**src/rtl/id_ex_stage_if.sv**
```systemverilog
// Decode/execute boundary bundle: decode operands and control, EX/MEM and MEM/WB forward taps, ALU-facing outputs.
// Latency: none (wires only); the stage registers live in id_ex_stage.
// Backpressure: Stall/Flush travel with the bundle from hazard/branch logic; LoadUseHazard returns to decode.
// Ports: slave = the ID/EX stage (consumes decode + forward taps, drives ALU-side outputs); master = the driver side.
interface id_ex_stage_if #(
  parameter int WIDTH    = 32,
  parameter int REG_BITS = 5
);
  // Pipeline control from hazard/branch logic
  logic                Stall;
  logic                Flush;
  // Decode side
  logic                InValid;
  logic [WIDTH-1:0]    ReadData1;
  logic [WIDTH-1:0]    ReadData2;
  logic [WIDTH-1:0]    SignImm;
  logic [REG_BITS-1:0] Rs;
  logic [REG_BITS-1:0] Rt;
  logic [REG_BITS-1:0] Rd;
  logic [3:0]          ALUControlIn;
  logic                ALUSrcIn;
  logic                RegDstIn;
  logic                RegWriteIn;
  logic                MemReadIn;
  logic                MemWriteIn;
  logic                MemToRegIn;
  // Forward taps from later stages
  logic                ExMemRegWrite;
  logic [REG_BITS-1:0] ExMemRd;
  logic [WIDTH-1:0]    ExMemResult;
  logic                MemWbRegWrite;
  logic [REG_BITS-1:0] MemWbRd;
  logic [WIDTH-1:0]    MemWbResult;
  // Execute side
  logic [3:0]          ALUControl;
  logic [WIDTH-1:0]    Data1;
  logic [WIDTH-1:0]    Data2;
  logic [WIDTH-1:0]    StoreData;
  logic [REG_BITS-1:0] WriteReg;
  logic                RegWrite;
  logic                MemRead;
  logic                MemWrite;
  logic                MemToReg;
  logic                Valid;
  logic                LoadUseHazard;

  modport slave (
    input  Stall, Flush, InValid, ReadData1, ReadData2, SignImm, Rs, Rt, Rd,
           ALUControlIn, ALUSrcIn, RegDstIn, RegWriteIn, MemReadIn, MemWriteIn, MemToRegIn,
           ExMemRegWrite, ExMemRd, ExMemResult, MemWbRegWrite, MemWbRd, MemWbResult,
    output ALUControl, Data1, Data2, StoreData, WriteReg, RegWrite, MemRead, MemWrite,
           MemToReg, Valid, LoadUseHazard
  );

  modport master (
    output Stall, Flush, InValid, ReadData1, ReadData2, SignImm, Rs, Rt, Rd,
           ALUControlIn, ALUSrcIn, RegDstIn, RegWriteIn, MemReadIn, MemWriteIn, MemToRegIn,
           ExMemRegWrite, ExMemRd, ExMemResult, MemWbRegWrite, MemWbRd, MemWbResult,
    input  ALUControl, Data1, Data2, StoreData, WriteReg, RegWrite, MemRead, MemWrite,
           MemToReg, Valid, LoadUseHazard
  );
endinterface

```
**src/rtl/id_ex_stage.sv**
```systemverilog
// ID/EX pipeline register with EX/MEM + MEM/WB operand forwarding, immediate select and load-use detect.
// Latency: 1 cycle decode -> ALU operands; forwarding muxes are combinational on the registered state.
// Backpressure: Stall holds every field, Flush (wins over Stall) inserts a bubble; LoadUseHazard asks decode to stall.
// Ports: clk, reset (sync, active-high), bus (id_ex_stage_if.slave) carrying decode inputs, forward taps and ALU outputs.
module id_ex_stage #(
  parameter int WIDTH    = 32,
  parameter int REG_BITS = 5
) (
  input logic          clk,
  input logic          reset,
  id_ex_stage_if.slave bus
);

  typedef struct packed {
    logic                valid;
    logic [3:0]          alu_ctrl;
    logic                alu_src;
    logic                reg_write;
    logic                mem_read;
    logic                mem_write;
    logic                mem_to_reg;
    logic [REG_BITS-1:0] write_reg;
    logic [REG_BITS-1:0] rs;
    logic [REG_BITS-1:0] rt;
    logic [WIDTH-1:0]    rd1;
    logic [WIDTH-1:0]    rd2;
    logic [WIDTH-1:0]    imm;
  } stage_t;

  stage_t stage_q, stage_d;

  always_comb begin
    stage_d = stage_q;
    if (bus.Flush) begin
      // Bubble: kill everything with a side effect; operand fields may stay stale.
      stage_d.valid      = 1'b0;
      stage_d.alu_ctrl   = 4'b0000;
      stage_d.reg_write  = 1'b0;
      stage_d.mem_read   = 1'b0;
      stage_d.mem_write  = 1'b0;
      stage_d.mem_to_reg = 1'b0;
    end else if (!bus.Stall) begin
      stage_d.valid      = bus.InValid;
      stage_d.alu_ctrl   = bus.ALUControlIn;
      stage_d.alu_src    = bus.ALUSrcIn;
      // Gate side-effect controls so an invalid slot is always a bubble.
      stage_d.reg_write  = bus.RegWriteIn & bus.InValid;
      stage_d.mem_read   = bus.MemReadIn  & bus.InValid;
      stage_d.mem_write  = bus.MemWriteIn & bus.InValid;
      stage_d.mem_to_reg = bus.MemToRegIn & bus.InValid;
      stage_d.write_reg  = bus.RegDstIn ? bus.Rd : bus.Rt;
      stage_d.rs         = bus.Rs;
      stage_d.rt         = bus.Rt;
      stage_d.rd1        = bus.ReadData1;
      stage_d.rd2        = bus.ReadData2;
      stage_d.imm        = bus.SignImm;
    end
  end

  always_ff @(posedge clk) begin
    if (reset) begin
      stage_q <= '0;
    end else begin
      stage_q <= stage_d;
    end
  end

  // Forward hit detection; register 0 is hardwired and never forwarded.
  logic ex_hit_a, ex_hit_b, wb_hit_a, wb_hit_b;
  assign ex_hit_a = bus.ExMemRegWrite && (bus.ExMemRd != '0) && (bus.ExMemRd == stage_q.rs);
  assign ex_hit_b = bus.ExMemRegWrite && (bus.ExMemRd != '0) && (bus.ExMemRd == stage_q.rt);
  assign wb_hit_a = bus.MemWbRegWrite && (bus.MemWbRd != '0) && (bus.MemWbRd == stage_q.rs);
  assign wb_hit_b = bus.MemWbRegWrite && (bus.MemWbRd != '0) && (bus.MemWbRd == stage_q.rt);

  logic [WIDTH-1:0] fwd_a, fwd_b;

  // EX/MEM is the younger result, so it wins when both stages match.
  always_comb begin
    fwd_a = stage_q.rd1;
    if (ex_hit_a) begin
      fwd_a = bus.ExMemResult;
    end else if (wb_hit_a) begin
      fwd_a = bus.MemWbResult;
    end
  end

  always_comb begin
    fwd_b = stage_q.rd2;
    if (ex_hit_b) begin
      fwd_b = bus.ExMemResult;
    end else if (wb_hit_b) begin
      fwd_b = bus.MemWbResult;
    end
  end

  assign bus.ALUControl = stage_q.alu_ctrl;
  assign bus.Data1      = fwd_a;
  assign bus.Data2      = stage_q.alu_src ? stage_q.imm : fwd_b;
  // Stores always need the register value, even when the ALU takes the immediate.
  assign bus.StoreData  = fwd_b;
  assign bus.WriteReg   = stage_q.write_reg;
  assign bus.RegWrite   = stage_q.reg_write;
  assign bus.MemRead    = stage_q.mem_read;
  assign bus.MemWrite   = stage_q.mem_write;
  assign bus.MemToReg   = stage_q.mem_to_reg;
  assign bus.Valid      = stage_q.valid;

  // A load here cannot forward its data in time to the instruction now in decode.
  assign bus.LoadUseHazard = stage_q.valid && stage_q.mem_read && (stage_q.write_reg != '0) &&
                             ((stage_q.write_reg == bus.Rs) || (stage_q.write_reg == bus.Rt));

endmodule

```
**src/flat_wrapper.sv**
```systemverilog
// flat-port wrapper written by rule: the top's interface ports become plain ports
module id_ex_stage_flat 
#(
  parameter int WIDTH    = 32,
  parameter int REG_BITS = 5
)
  (clk, reset, bus_Stall, bus_Flush, bus_InValid, bus_ReadData1, bus_ReadData2, bus_SignImm, bus_Rs, bus_Rt, bus_Rd, bus_ALUControlIn, bus_ALUSrcIn, bus_RegDstIn, bus_RegWriteIn, bus_MemReadIn, bus_MemWriteIn, bus_MemToRegIn, bus_ExMemRegWrite, bus_ExMemRd, bus_ExMemResult, bus_MemWbRegWrite, bus_MemWbRd, bus_MemWbResult, bus_ALUControl, bus_Data1, bus_Data2, bus_StoreData, bus_WriteReg, bus_RegWrite, bus_MemRead, bus_MemWrite, bus_MemToReg, bus_Valid, bus_LoadUseHazard);
  id_ex_stage_if #(.WIDTH(WIDTH), .REG_BITS(REG_BITS)) bus_i ();
  input logic clk;
  input logic reset;
  input wire logic [$bits(bus_i.Stall)-1:0] bus_Stall;
  input wire logic [$bits(bus_i.Flush)-1:0] bus_Flush;
  input wire logic [$bits(bus_i.InValid)-1:0] bus_InValid;
  input wire logic [$bits(bus_i.ReadData1)-1:0] bus_ReadData1;
  input wire logic [$bits(bus_i.ReadData2)-1:0] bus_ReadData2;
  input wire logic [$bits(bus_i.SignImm)-1:0] bus_SignImm;
  input wire logic [$bits(bus_i.Rs)-1:0] bus_Rs;
  input wire logic [$bits(bus_i.Rt)-1:0] bus_Rt;
  input wire logic [$bits(bus_i.Rd)-1:0] bus_Rd;
  input wire logic [$bits(bus_i.ALUControlIn)-1:0] bus_ALUControlIn;
  input wire logic [$bits(bus_i.ALUSrcIn)-1:0] bus_ALUSrcIn;
  input wire logic [$bits(bus_i.RegDstIn)-1:0] bus_RegDstIn;
  input wire logic [$bits(bus_i.RegWriteIn)-1:0] bus_RegWriteIn;
  input wire logic [$bits(bus_i.MemReadIn)-1:0] bus_MemReadIn;
  input wire logic [$bits(bus_i.MemWriteIn)-1:0] bus_MemWriteIn;
  input wire logic [$bits(bus_i.MemToRegIn)-1:0] bus_MemToRegIn;
  input wire logic [$bits(bus_i.ExMemRegWrite)-1:0] bus_ExMemRegWrite;
  input wire logic [$bits(bus_i.ExMemRd)-1:0] bus_ExMemRd;
  input wire logic [$bits(bus_i.ExMemResult)-1:0] bus_ExMemResult;
  input wire logic [$bits(bus_i.MemWbRegWrite)-1:0] bus_MemWbRegWrite;
  input wire logic [$bits(bus_i.MemWbRd)-1:0] bus_MemWbRd;
  input wire logic [$bits(bus_i.MemWbResult)-1:0] bus_MemWbResult;
  output wire logic [$bits(bus_i.ALUControl)-1:0] bus_ALUControl;
  output wire logic [$bits(bus_i.Data1)-1:0] bus_Data1;
  output wire logic [$bits(bus_i.Data2)-1:0] bus_Data2;
  output wire logic [$bits(bus_i.StoreData)-1:0] bus_StoreData;
  output wire logic [$bits(bus_i.WriteReg)-1:0] bus_WriteReg;
  output wire logic [$bits(bus_i.RegWrite)-1:0] bus_RegWrite;
  output wire logic [$bits(bus_i.MemRead)-1:0] bus_MemRead;
  output wire logic [$bits(bus_i.MemWrite)-1:0] bus_MemWrite;
  output wire logic [$bits(bus_i.MemToReg)-1:0] bus_MemToReg;
  output wire logic [$bits(bus_i.Valid)-1:0] bus_Valid;
  output wire logic [$bits(bus_i.LoadUseHazard)-1:0] bus_LoadUseHazard;
  assign bus_i.Stall = bus_Stall;
  assign bus_i.Flush = bus_Flush;
  assign bus_i.InValid = bus_InValid;
  assign bus_i.ReadData1 = bus_ReadData1;
  assign bus_i.ReadData2 = bus_ReadData2;
  assign bus_i.SignImm = bus_SignImm;
  assign bus_i.Rs = bus_Rs;
  assign bus_i.Rt = bus_Rt;
  assign bus_i.Rd = bus_Rd;
  assign bus_i.ALUControlIn = bus_ALUControlIn;
  assign bus_i.ALUSrcIn = bus_ALUSrcIn;
  assign bus_i.RegDstIn = bus_RegDstIn;
  assign bus_i.RegWriteIn = bus_RegWriteIn;
  assign bus_i.MemReadIn = bus_MemReadIn;
  assign bus_i.MemWriteIn = bus_MemWriteIn;
  assign bus_i.MemToRegIn = bus_MemToRegIn;
  assign bus_i.ExMemRegWrite = bus_ExMemRegWrite;
  assign bus_i.ExMemRd = bus_ExMemRd;
  assign bus_i.ExMemResult = bus_ExMemResult;
  assign bus_i.MemWbRegWrite = bus_MemWbRegWrite;
  assign bus_i.MemWbRd = bus_MemWbRd;
  assign bus_i.MemWbResult = bus_MemWbResult;
  assign bus_ALUControl = bus_i.ALUControl;
  assign bus_Data1 = bus_i.Data1;
  assign bus_Data2 = bus_i.Data2;
  assign bus_StoreData = bus_i.StoreData;
  assign bus_WriteReg = bus_i.WriteReg;
  assign bus_RegWrite = bus_i.RegWrite;
  assign bus_MemRead = bus_i.MemRead;
  assign bus_MemWrite = bus_i.MemWrite;
  assign bus_MemToReg = bus_i.MemToReg;
  assign bus_Valid = bus_i.Valid;
  assign bus_LoadUseHazard = bus_i.LoadUseHazard;
  id_ex_stage #(.WIDTH(WIDTH), .REG_BITS(REG_BITS)) u_core (.clk(clk), .reset(reset), .bus(bus_i));
endmodule
```
**config.mk**
```make
export PLATFORM = sky130hd
export DESIGN_NAME = id_ex_stage_flat
export DESIGN_NICKNAME = d
export VERILOG_FILES = /design/src/rtl/id_ex_stage_if.sv /design/src/rtl/id_ex_stage.sv /design/src/flat_wrapper.sv
export SDC_FILE = /design/constraint.sdc
export NUM_CORES = 1
export LEC_CHECK = 0
export ABC_AREA = 1
export CAP_MARGIN = 20
export CORE_MARGIN = 2
export CORE_UTILIZATION = 38
export DETAILED_ROUTE_END_ITERATION = 8
export GPL_ROUTABILITY_DRIVEN = 0
export PLACE_DENSITY_LB_ADDON = 0.25
export SLEW_MARGIN = 5
export SYNTH_ARGS = -nofsm -noshare
export SYNTH_HDL_FRONTEND = slang
export SYNTH_SLANG_ARGS = --single-unit
```
**constraint.sdc**
```tcl
create_clock -name clk -period 1.6 [get_ports clk]
set_input_delay 0.32 -clock clk [delete_from_list [all_inputs] [get_ports clk]]
set_output_delay 0.32 -clock clk [all_outputs]
set_load 0.02 [all_outputs]
```
==> impl_results.md, run 1 <==
* Status: finished with violations
* Failing checks: negative setup slack
* RSZ-0062 raised after global routing: true
* Setup ws final at -0.823 ns
* Normalized max-slew margin at 0.789
* Clock-pin slew on the worst setup and hold paths at 0.05 ns
* Number of synthesized register bits at 121
* H-Tree Depth at 4
* Minimum clock period at 2.42 ns
* Worst R2R Setup Slack at 0.76 ns
* Sinks on Clock Net at 121
* Crit share post-route at 1.51
* First-pass GRT wire length at 45000 um
* Register area share after synthesis at 0.348
* Worst-path fanout max at 11
* Mean post-synth cell area at 6.51 um^2
* Die Span X at 139 um
* Post-DP HPWL at 20200 um
* Worst reg2reg startpoint: u_core.stage_q[115]
* Required time of the critical path at 1.28 ns
* Met2 usage at 0.500
* Mapped Area at 0.00696 mm^2
* Initial DRC count at 477
* Final hold violations at 0
* Pwr per Cell Area at 850 mW/mm^2
* Fmax at ~0.41 GHz
* Site Rows at 49
* Placed cell areas at ~0.011 mm^2
* Met1 Track Usage GR at 0.350
* Crit path to: bus_StoreData[3]
* Post-route DRC at 0
* Worst setup path class: in2out
* Root Driver: clkbuf_16
* Nets at 1604
* Routed WL at 30000 um
* Area of the multi-input gates at 0.00465 mm^2
* Filler cells at 1585
* Placed cells at 1597
* WHS at 0.444 ns
* Longest Clk Path Bufs at 2
* Final setup viols at 97
* Post-place setup slack at -1.29 ns
* Total gr overflow at 0
* Initial DRT Pass Iterations at 5
* Synth top area cells: dfxtp_1 35%, nand2_1 12%, nand3_1 9.4%, nor2_1 8.4%, o21ai_0 8.1%
* Core box area at 0.0180 mm^2
* Hold path cells at 4
* Worst r2r path cells at 3
* Die span in y at around 140 um
* Via density at between 5 and 6
* Register area at 0.00244 mm^2
* Final core area utilization at 0.678
* CP endpoint kind: output port
* Num CTS Buffers at 17
* Hold Crit Class: in2reg
* Post-route ant nets at 0
* Dominant cell type by area after synthesis: dfxtp_1
* Synth top area share at 0.348
* Max-cap violations at 0
* Vias in the first global route at approximately 8600
* Slew Limit Fails at 0
* Pin count of the biggest net entering global routing at 60
* EDFF count, synth at 0
* Setup TNS Final at -70.03 ns
* Library cells used by synthesis at 26
* Clk Latency, worst-skew pair at about 0.4 ns
* Power Total at between 10 and 15 mW
* Worst setup SP type: input port
* I/O pin count at 313
* CTS tree: yes
* Area growth syn-to-layout at 75.1%
* Top FF cell, synth: dfxtp_1
* Layout Skew at 0 ns
* Leakage at 5.63 nW
* Via Count at 8700
* Average wire per standard cell at 18.2 um
* Final Cell Area at 0.0122 mm^2
* Non-Filler Instances at 1645
* CP startpoint: bus_ExMemRd[0]
* Syn Nets at 1272
* VDD IR max at ~0.8 mV
* Met3 Resource Use GR at 0.0712
* Most common cell in the netlist: nand2_1
* Die area at 0.0194 mm^2
* FF-to-FF End: u_core.stage_q[115]
* Share of layout cells above drive strength 1 at 0.298
* Yosys warnings at 0
* Least-Margin Pin Slew at ~0.32 ns
* Async SR Flop Fraction at 0
* GRT Overall Usage at 0.293
* Cell count after synthesis at ~1100
* Commonest cells in the netlist: 228 x nand2_1, 156 x nor2_1, 131 x nand3_1, 121 x dfxtp_1, 112 x o21ai_0
* Port bufs at 312
* Initial antenna violation count at 1
* GR peak layer: met2
* Worst EP arrival at 2.10 ns
* Starting Density at 0.387
[registers in the layout, summed over array words and instances (netlist names)]
name and count:
u_core.stage_q 107, u_core.bus.WriteReg 5, u_core.bus.ALUControl 4, u_core.bus.MemRead 1
u_core.bus.MemToReg 1, u_core.bus.MemWrite 1, u_core.bus.RegWrite 1, u_core.bus.Valid 1
[per-layer routing]
metal | vias to the layer above | share of wire
li1 | 4156 | -
met1 | 4025 | 0.39
met2 | 429 | 0.48
met3 | 90 | 0.088
met4 | 0 | 0.042
met5 | - | 0
[kinds of logic after synthesis]
family                 Yosys count  share of synthesized area
AO/OA/AOI/OAI                  168                      0.121
AND/OR/NAND/NOR                623                      0.412
flip-flops                     121                      0.348
XOR/XNOR                        28                     0.0352
buffers and inverters          130                     0.0836
[layout by cell type, fill, tap and decap left out, drive strengths merged]
| master | count |
|---|---|
| xnor2 | 13 |
| or2 | 1 |
| xor2 | 15 |
| nand2 | 230 |
| clkbuf | 29 |
| clkdlybuf4s50 | 190 |
| nand4 | 2 |
| clkinv | 4 |
| bufinv | 4 |
| dlygate4sd2 | 18 |
| and2 | 32 |
| a21oi | 55 |
| clkdlybuf4s15 | 1 |
| o21ai | 113 |
| diode | 1 |
| buf | 183 |
| nor2 | 158 |
| nand3 | 131 |
| dlymetal6s2s | 3 |
| dfxtp | 121 |
| nor3 | 4 |
| nand3b | 65 |
| inv | 43 |
[worst max-delay path, cell delays in order]
cell	delay, ns
dlygate4sd2_1	0.33
nor2_1	0.06
nand2_1	0.08
o21ai_2	0.09
buf_4	0.15
nor3_4	0.20
buf_12	0.16
buf_12	0.16
nand3b_1	0.15
and2_2	0.23
buf_4	0.15
[worst min-delay path by stage]
stage                                  start             endpoint  slack [ns]
after detailed placement  u_core.stage_q[75]   u_core.stage_q[75]        0.44
final                              bus_Rs[1]  u_core.stage_q[102]        0.44
after global routing               bus_Rs[1]  u_core.stage_q[102]        0.45
after global placement    u_core.stage_q[68]   u_core.stage_q[68]        0.44
after CTS                          bus_Rs[1]  u_core.stage_q[102]        0.43
after floorplan           u_core.stage_q[87]   u_core.stage_q[87]        0.43
[power by group]
| group | switching, mW | leakage (nW) | internal, mW |
|---|---|---|---|
| Clock | 1.35 | 0.314 | 2.76 |
| Sequential | 0.119 | 1.00 | 3.21 |
| Combinational | 1.48 | 4.31 | 1.44 |
[final cells by class]
| class | instances | share of cell area |
|---|---|---|
| Tap cell | 229 | 0.0235 |
| Sequential cell | 121 | 0.200 |
| Clock inverter | 8 | 0.0115 |
| Inverter | 43 | 0.0137 |
| Multi-Input combinational cell | 819 | 0.381 |
| Timing Repair Buffer | 400 | 0.329 |
| Antenna cell | 1 | 0.000205 |
| Clock buffer | 24 | 0.0403 |
[timing repair]
item / CTS / global route
endpoints found under the setup margin: 111 / 103
pin swaps: 19 / 9
hold buffers: 0 / 0
buffers inserted: 9 / 2
cloned: 4 / 2
gates resized for setup: 638 / 62
Note: power is estimated with default switching activity, not from simulation.
==> run 2, diff against run 1 <==
--- a/config.mk
+++ b/config.mk
@@ -12,6 +12,8 @@
 export DETAILED_ROUTE_END_ITERATION = 8
 export GPL_ROUTABILITY_DRIVEN = 0
 export PLACE_DENSITY_LB_ADDON = 0.25
+export RECOVER_POWER = 100
+export SKIP_CTS_REPAIR_TIMING = 1
 export SLEW_MARGIN = 5
 export SYNTH_ARGS = -nofsm -noshare
 export SYNTH_HDL_FRONTEND = slang
==> impl_results.md, run 2 (synthesized netlist as in run 1, its figures left out) <==
* Slew Limit Fails at 0
* Least-Margin Pin Slew at 0.413 ns
* Max-cap violations at 0
* Share of layout cells above drive strength 1 at 0.300
* Post-route ant nets at 0
* Minimum clock period at 2.41 ns
* Setup TNS Final at -71.09 ns
* Most flops, register: u_core.stage_q
* Filler cells at 1551
* Final core area utilization at 0.680
* Initial DRC count at 548
* Post-route DRC at 0
* Hold Path Origin: bus_Rs[0]
* Routed WL at 30500 um
* Pin count of the biggest net entering global routing at 60
* Area of the multi-input gates at roughly 0.0047 mm^2
* Layout Skew at 0 ns
* Core box area at ~0.018 mm^2
* Worst r2r path cells at 3
* Worst-path fanout max at 12
* Worst reg2reg startpoint: u_core.stage_q[115]
* Post-DP HPWL at 20200 um
* Setup ws final at -0.807 ns
* Average wire per standard cell at 18.5 um
* Max reg flops at between 100 and 150
* Total gr overflow at 0
* Hold path cells at 3
* Sinks on Clock Net at 121
* Register area at ~0.0024 mm^2
* H-Tree Depth at 4
* Hold Crit Class: in2reg
* Worst EP arrival at 2.09 ns
* Num CTS Buffers at 17
* Final setup viols at 105
* Commonest cells after routing, fill and taps aside: 189 x clkdlybuf4s50_1, 154 x nor2_1, 135 x nand2_1
* Clock-pin slew on the worst setup and hold paths at 0.05 ns
* Worst R2R Setup Slack at 0.73 ns
* Fmax at 0.415 GHz
* Failing checks: negative setup slack
* FF-to-FF End: u_core.stage_q[115]
* Site Rows at 49
* Area growth syn-to-layout at 75.6%
* VDD IR max at 0.755 mV
* Initial DRT Pass Iterations at 5
* Placed cell areas at 0.0109 mm^2
* Worst setup SP type: flip-flop
* Die Span X at 139 um
* Required time of the critical path at 1.28 ns
* Clk Latency, worst-skew pair at 0.41 ns
* First-pass GRT wire length at 42900 um
* Port bufs at roughly 310
* Via Count at roughly 8800
* Commonest non-fill, non-tap cell in the layout: clkdlybuf4s50_1
* CTS tree: yes
* Via density at ~5.3
* Longest Clk Path Bufs at 2
* Starting Density at 0.387
* Normalized max-slew margin at 0.725
* Final Cell Area at 0.0122 mm^2
* Vias in the first global route at 8397
* CP endpoint kind: output port
* Crit share post-route at 1.50
* GRT Overall Usage at 0.278
* Final hold violations at 0
* Hold endpoint: u_core.stage_q[101]
* I/O pin count at ~310
* Root Driver: clkbuf_16
* Initial antenna violation count at 1
* Pwr per Cell Area at roughly 850 mW/mm^2
* Leakage at 5.57 nW
* Status: finished with violations
* Nets at roughly 1600
* Die area at 0.0194 mm^2
* RSZ-0062 raised after global routing: true
* Die span in y at approximately 140 um
* Worst setup path class: reg2out
run 2: cell count changes in the layout (fill, tap and decap cells not counted), sizes merged:
cell           previous run  this run
dlymetal6s2s              3        11
clkdlybuf4s50           190       189
dlygate4sd3               0         1
buf                     183       150
dlygate4sd2              18         0
clkdlybuf4s15             1         0
clkbuf                   29        76
run 2: critical path, stage by stage (launching register included):
cell,delay [ns]
dfxtp_4,0.37
xnor2_2,0.17
nand3_2,0.11
nor2_4,0.14
buf_12,0.15
nand2_8,0.08
buf_12,0.15
nand2_1,0.08
nand3_2,0.08
and2_2,0.18
buf_4,0.15
run 2: metal layers:
layer / global-route usage / routed length [um] / up-vias / share of wire
met5: 0 / 0 / - / 0
li1: - / - / 4166 / -
met3: 0.0716 / 2510 / 79 / 0.082
met2: 0.470 / 14600 / 442 / 0.48
met1: 0.331 / 12200 / 4077 / 0.40
met4: 0.130 / 1160 / 0 / 0.038
run 2: how the worst max path moves through the flow:
stage / startpoint / endpoint / cells after the start
after detailed placement: bus_ExMemRd[0] / bus_Data2[3] / 10
after CTS: bus_ExMemRd[0] / bus_Data2[3] / 10
after floorplan: u_core.stage_q[100] / bus_Data2[10] / 7
after global placement: bus_MemWbRd[3] / bus_Data1[1] / 11
after global routing: u_core.stage_q[101] / bus_Data1[1] / 9
final: u_core.stage_q[97] / bus_StoreData[15] / 10
run 2: cell type report:
| type | instances | area share |
|---|---|---|
| well taps | 229 | 0.0234 |
| diodes | 1 | 0.000205 |
| clock buffers | 24 | 0.0402 |
| inverters | 43 | 0.0132 |
| repair buffers | 403 | 0.325 |
| multi-input cells | 819 | 0.386 |
| clock inverters | 8 | 0.0115 |
| flip-flops and latches | 121 | 0.200 |
run 2: per-stage QoR:
stage	hold slack, ns	setup slack (ns)	cells	power (mW)
floorplan	0.430	-0.0209	1070	4.60
global placement	0.438	-1.25	1597	6.07
detailed placement	0.443	-1.29	1597	6.09
CTS	0.450	-1.30	1629	10.2
global route	0.260	-0.911	1647	10.7
finish	0.236	-0.807	1648	10.3
run 2: where the power goes:
group | leakage (nW) | internal [mW] | switching (mW)
combinational | 4.25 | 1.40 | 1.49
clock | 0.314 | 2.76 | 1.35
sequential | 1.00 | 3.21 | 0.118
==> run 3, diff against run 2 <==
--- a/config.mk
+++ b/config.mk
@@ -5,10 +5,10 @@
 export SDC_FILE = /design/constraint.sdc
 export NUM_CORES = 1
 export LEC_CHECK = 0
-export ABC_AREA = 1
 export CAP_MARGIN = 20
 export CORE_MARGIN = 2
 export CORE_UTILIZATION = 38
+export CTS_BUF_LIST = sky130_fd_sc_hd__clkbuf_16
 export DETAILED_ROUTE_END_ITERATION = 8
 export GPL_ROUTABILITY_DRIVEN = 0
 export PLACE_DENSITY_LB_ADDON = 0.25
==> impl_results.md, run 3 <==
* Longest Clk Path Bufs at 2
* Worst EP arrival at 2.34 ns
* Worst-path fanout max at 8
* Commonest cells after routing, fill and taps aside: 246 x nand2_1, 189 x clkdlybuf4s50_1, 116 x a21oi_1
* FF-to-FF End: u_core.stage_q[115]
* Setup ws final at -1.06 ns
* Initial antenna violation count at 1
* Pin count of the biggest net entering global routing at 63
* Fmax at 0.376 GHz
* CP endpoint kind: output port
* Dominant cell type by area after synthesis: dfxtp_1
* Hold path cells at 3
* Worst r2r path cells at 3
* Post-route ant nets at 0
* Required time of the critical path at between 1 and 1.5 ns
* Normalized max-slew margin at 0.609
* Die span in y at 136 um
* Final Cell Area at around 0.013 mm^2
* Layout Skew at 0 ns
* Placed cell areas at 0.0112 mm^2
* Minimum clock period at 2.66 ns
* Crit-path max cell delay at 0.38 ns
* Total gr overflow at 0
* Via density at between 5 and 6
* Combinational family with the most area after synthesis: simple AND/OR/NAND/NOR gates
* Synth Area in Simple Gates at 0.209
* Mapped Area at 0.00661 mm^2
* Slew Limit Fails at 0
* Max reg flops at 107
* Clock-pin slew on the worst setup and hold paths at ~0.060 ns
* Worst setup SP type: flip-flop
* Vias in the first global route at 7459
* Library cells used by synthesis at 29
* Starting Density at 0.385
* Status: finished with violations
* Async SR Flop Fraction at 0
* Clk Latency, worst-skew pair at 0.42 ns
* Commonest non-fill, non-tap cell in the layout: nand2_1
* Post-place setup slack at -1.79 ns
* Share of layout cells above drive strength 1 at 0.344
* First-pass GRT wire length at 38000 um
* Core box area at between 0.015 and 0.02 mm^2
* EDFF count, synth at 0
* Most common cell in the netlist: nand2_1
* Synth top area share at 0.367
* Via Count at roughly 8200
* Worst reg2reg startpoint: u_core.stage_q[115]
* Number of synthesized register bits at 121
* Sinks on Clock Net at 121
* Post-synthesis compound-gate area fraction at 0.188
* ANT cells at 0
* Die Span X at between 100 and 150 um
* VDD IR max at 0.732 mV
* Failing checks: negative setup slack
* Least-Margin Pin Slew at about 0.59 ns
* Register area share after synthesis at 0.367
* Crit share post-route at 1.66
* Hold endpoint: u_core.bus.ALUControl[3]
* Leakage at 4.96 nW
* Mean post-synth cell area at 7.33 um^2
* Worst path most repeated cell: buf_6
* Mux share of post-synthesis cell area at 0.111
* Setup TNS Final at -97.64 ns
* Port bufs at 312
* RSZ-0062 raised after global routing: true
* Cell count after synthesis at 902
* Max-cap violations at 0
* I/O pin count at ~310
* Worst setup path class: reg2out
* Adder-cell share of the synthesized area at 0
* Initial DRT Pass Iterations at 5
* H-Tree Depth at 4
* Initial DRC count at between 500 and 600
* Die area at ~0.018 mm^2
* Worst R2R Setup Slack at between 0.6 and 0.7 ns
* Power Total at 9.78 mW
* Yosys warnings at 0
* Xor/xnor share of the synthesized area at 0.0398
* Non-Filler Instances at about 1500
* Average wire per standard cell at 20.1 um
* Root Driver: clkbuf_16
* Post-route DRC at 0
* CTS tree: yes
* Top FF cell, synth: dfxtp_1
* Hold Path Origin: reset
* Synth top area cells: dfxtp_1 37%, nand2_1 14%, mux2i_1 11%, a21oi_1 11%, a221oi_1 4.2%
* Pwr per Cell Area at 747 mW/mm^2
* Cells along the critical path: xor2_2, nor3_2, and4_4, buf_12, mux2i_4, buf_6, a21oi_2, buf_6
* Post-DP HPWL at 18500 um
* Site Rows at 48
* Placed cells at 1450
* Commonest cells in the netlist: 246 x nand2_1, 141 x a21oi_1, 121 x dfxtp_1, 73 x mux2i_1, 53 x clkbuf_1
* Final hold violations at 0
* Area growth syn-to-layout at 98.1%
* Routed WL at between 30000 and 40000 um
* Nets at roughly 1500
* Syn Nets at 1104
* Hold Crit Class: in2reg
* GRT Overall Usage at 0.264
* Slowest-stage cell, CP: and4_4
* Num CTS Buffers at 17
* Most flops, register: u_core.stage_q
* Final setup viols at 146
-- run 3: cell types whose count changed after synthesis, moves of 10 or more --
cell / delta
nand3_1: -129
nor3_1: +36
nand2_1: +18
nor2_1: -108
a21oi_1: +86
o21ai_0: -80
mux2i_1: +73
a221oi_1: +32
and2_1: -32
inv_1: -10
nand3b_1: -65
buf_2: -11
-- run 3: per-stage QoR --
stage | util | hold WS [ns]
finish | 0.762 | 0.365
global route | 0.762 | 0.380
CTS | 0.688 | 0.345
detailed placement | 0.654 | 0.446
global placement | 0.654 | 0.441
floorplan | - | 0.436
-- run 3: cell families after synthesis --
family	Yosys count
simple gates	344
compound gates	218
flops	121
buf+inv	116
mux	73
xor+xnor	30
-- run 3: worst max-delay path by stage --
stage,from,to,depth (start not counted)
detailed placement,bus_MemWbRd[0],bus_Data2[27],8
floorplan,bus_MemWbRd[0],bus_Data2[11],7
CTS,bus_MemWbRd[3],bus_Data2[27],8
global route,u_core.stage_q[100],bus_StoreData[1],7
finish,u_core.stage_q[100],bus_StoreData[6],8
global placement,bus_MemWbRd[0],bus_Data2[31],8
-- run 3: cell type report --
class                           instances  area (um^2)
Sequential cell                       121         2440
Clock inverter                         15          160
Fill cell                            1160         4080
Inverter                               32          120
Clock buffer                           17          425
Multi-Input combinational cell        665         5190
Timing Repair Buffer                  433         4480
Tap cell                              225          282
-- run 3: layer usage --
metal  part of all wire  global-route usage  up-vias
li1                   -                   -     3814
met2               0.50               0.458      387
met1               0.38               0.299     3916
met4              0.044               0.113        2
met5            0.00043                   0        -
met3              0.077              0.0805      121
-- run 3: worst max-delay path, delay by kind of cell (launching register included) --
family | cells | cell delay [ns]
xor gates and xnor gates | 1 | 0.14
muxes | 1 | 0.30
DFF | 1 | 0.36
AOI/OAI and AO/OA | 1 | 0.05
and+or+nand+nor | 2 | 0.58
buffers and inverters | 3 | 0.48
-- run 3: power by group --
part | total (mW) | switching [mW] | internal, mW | leakage [nW]
clock | 3.87 | 1.45 | 2.42 | 0.283
combinational | 2.63 | 1.23 | 1.40 | 3.68
sequential | 3.28 | 0.123 | 3.15 | 0.993
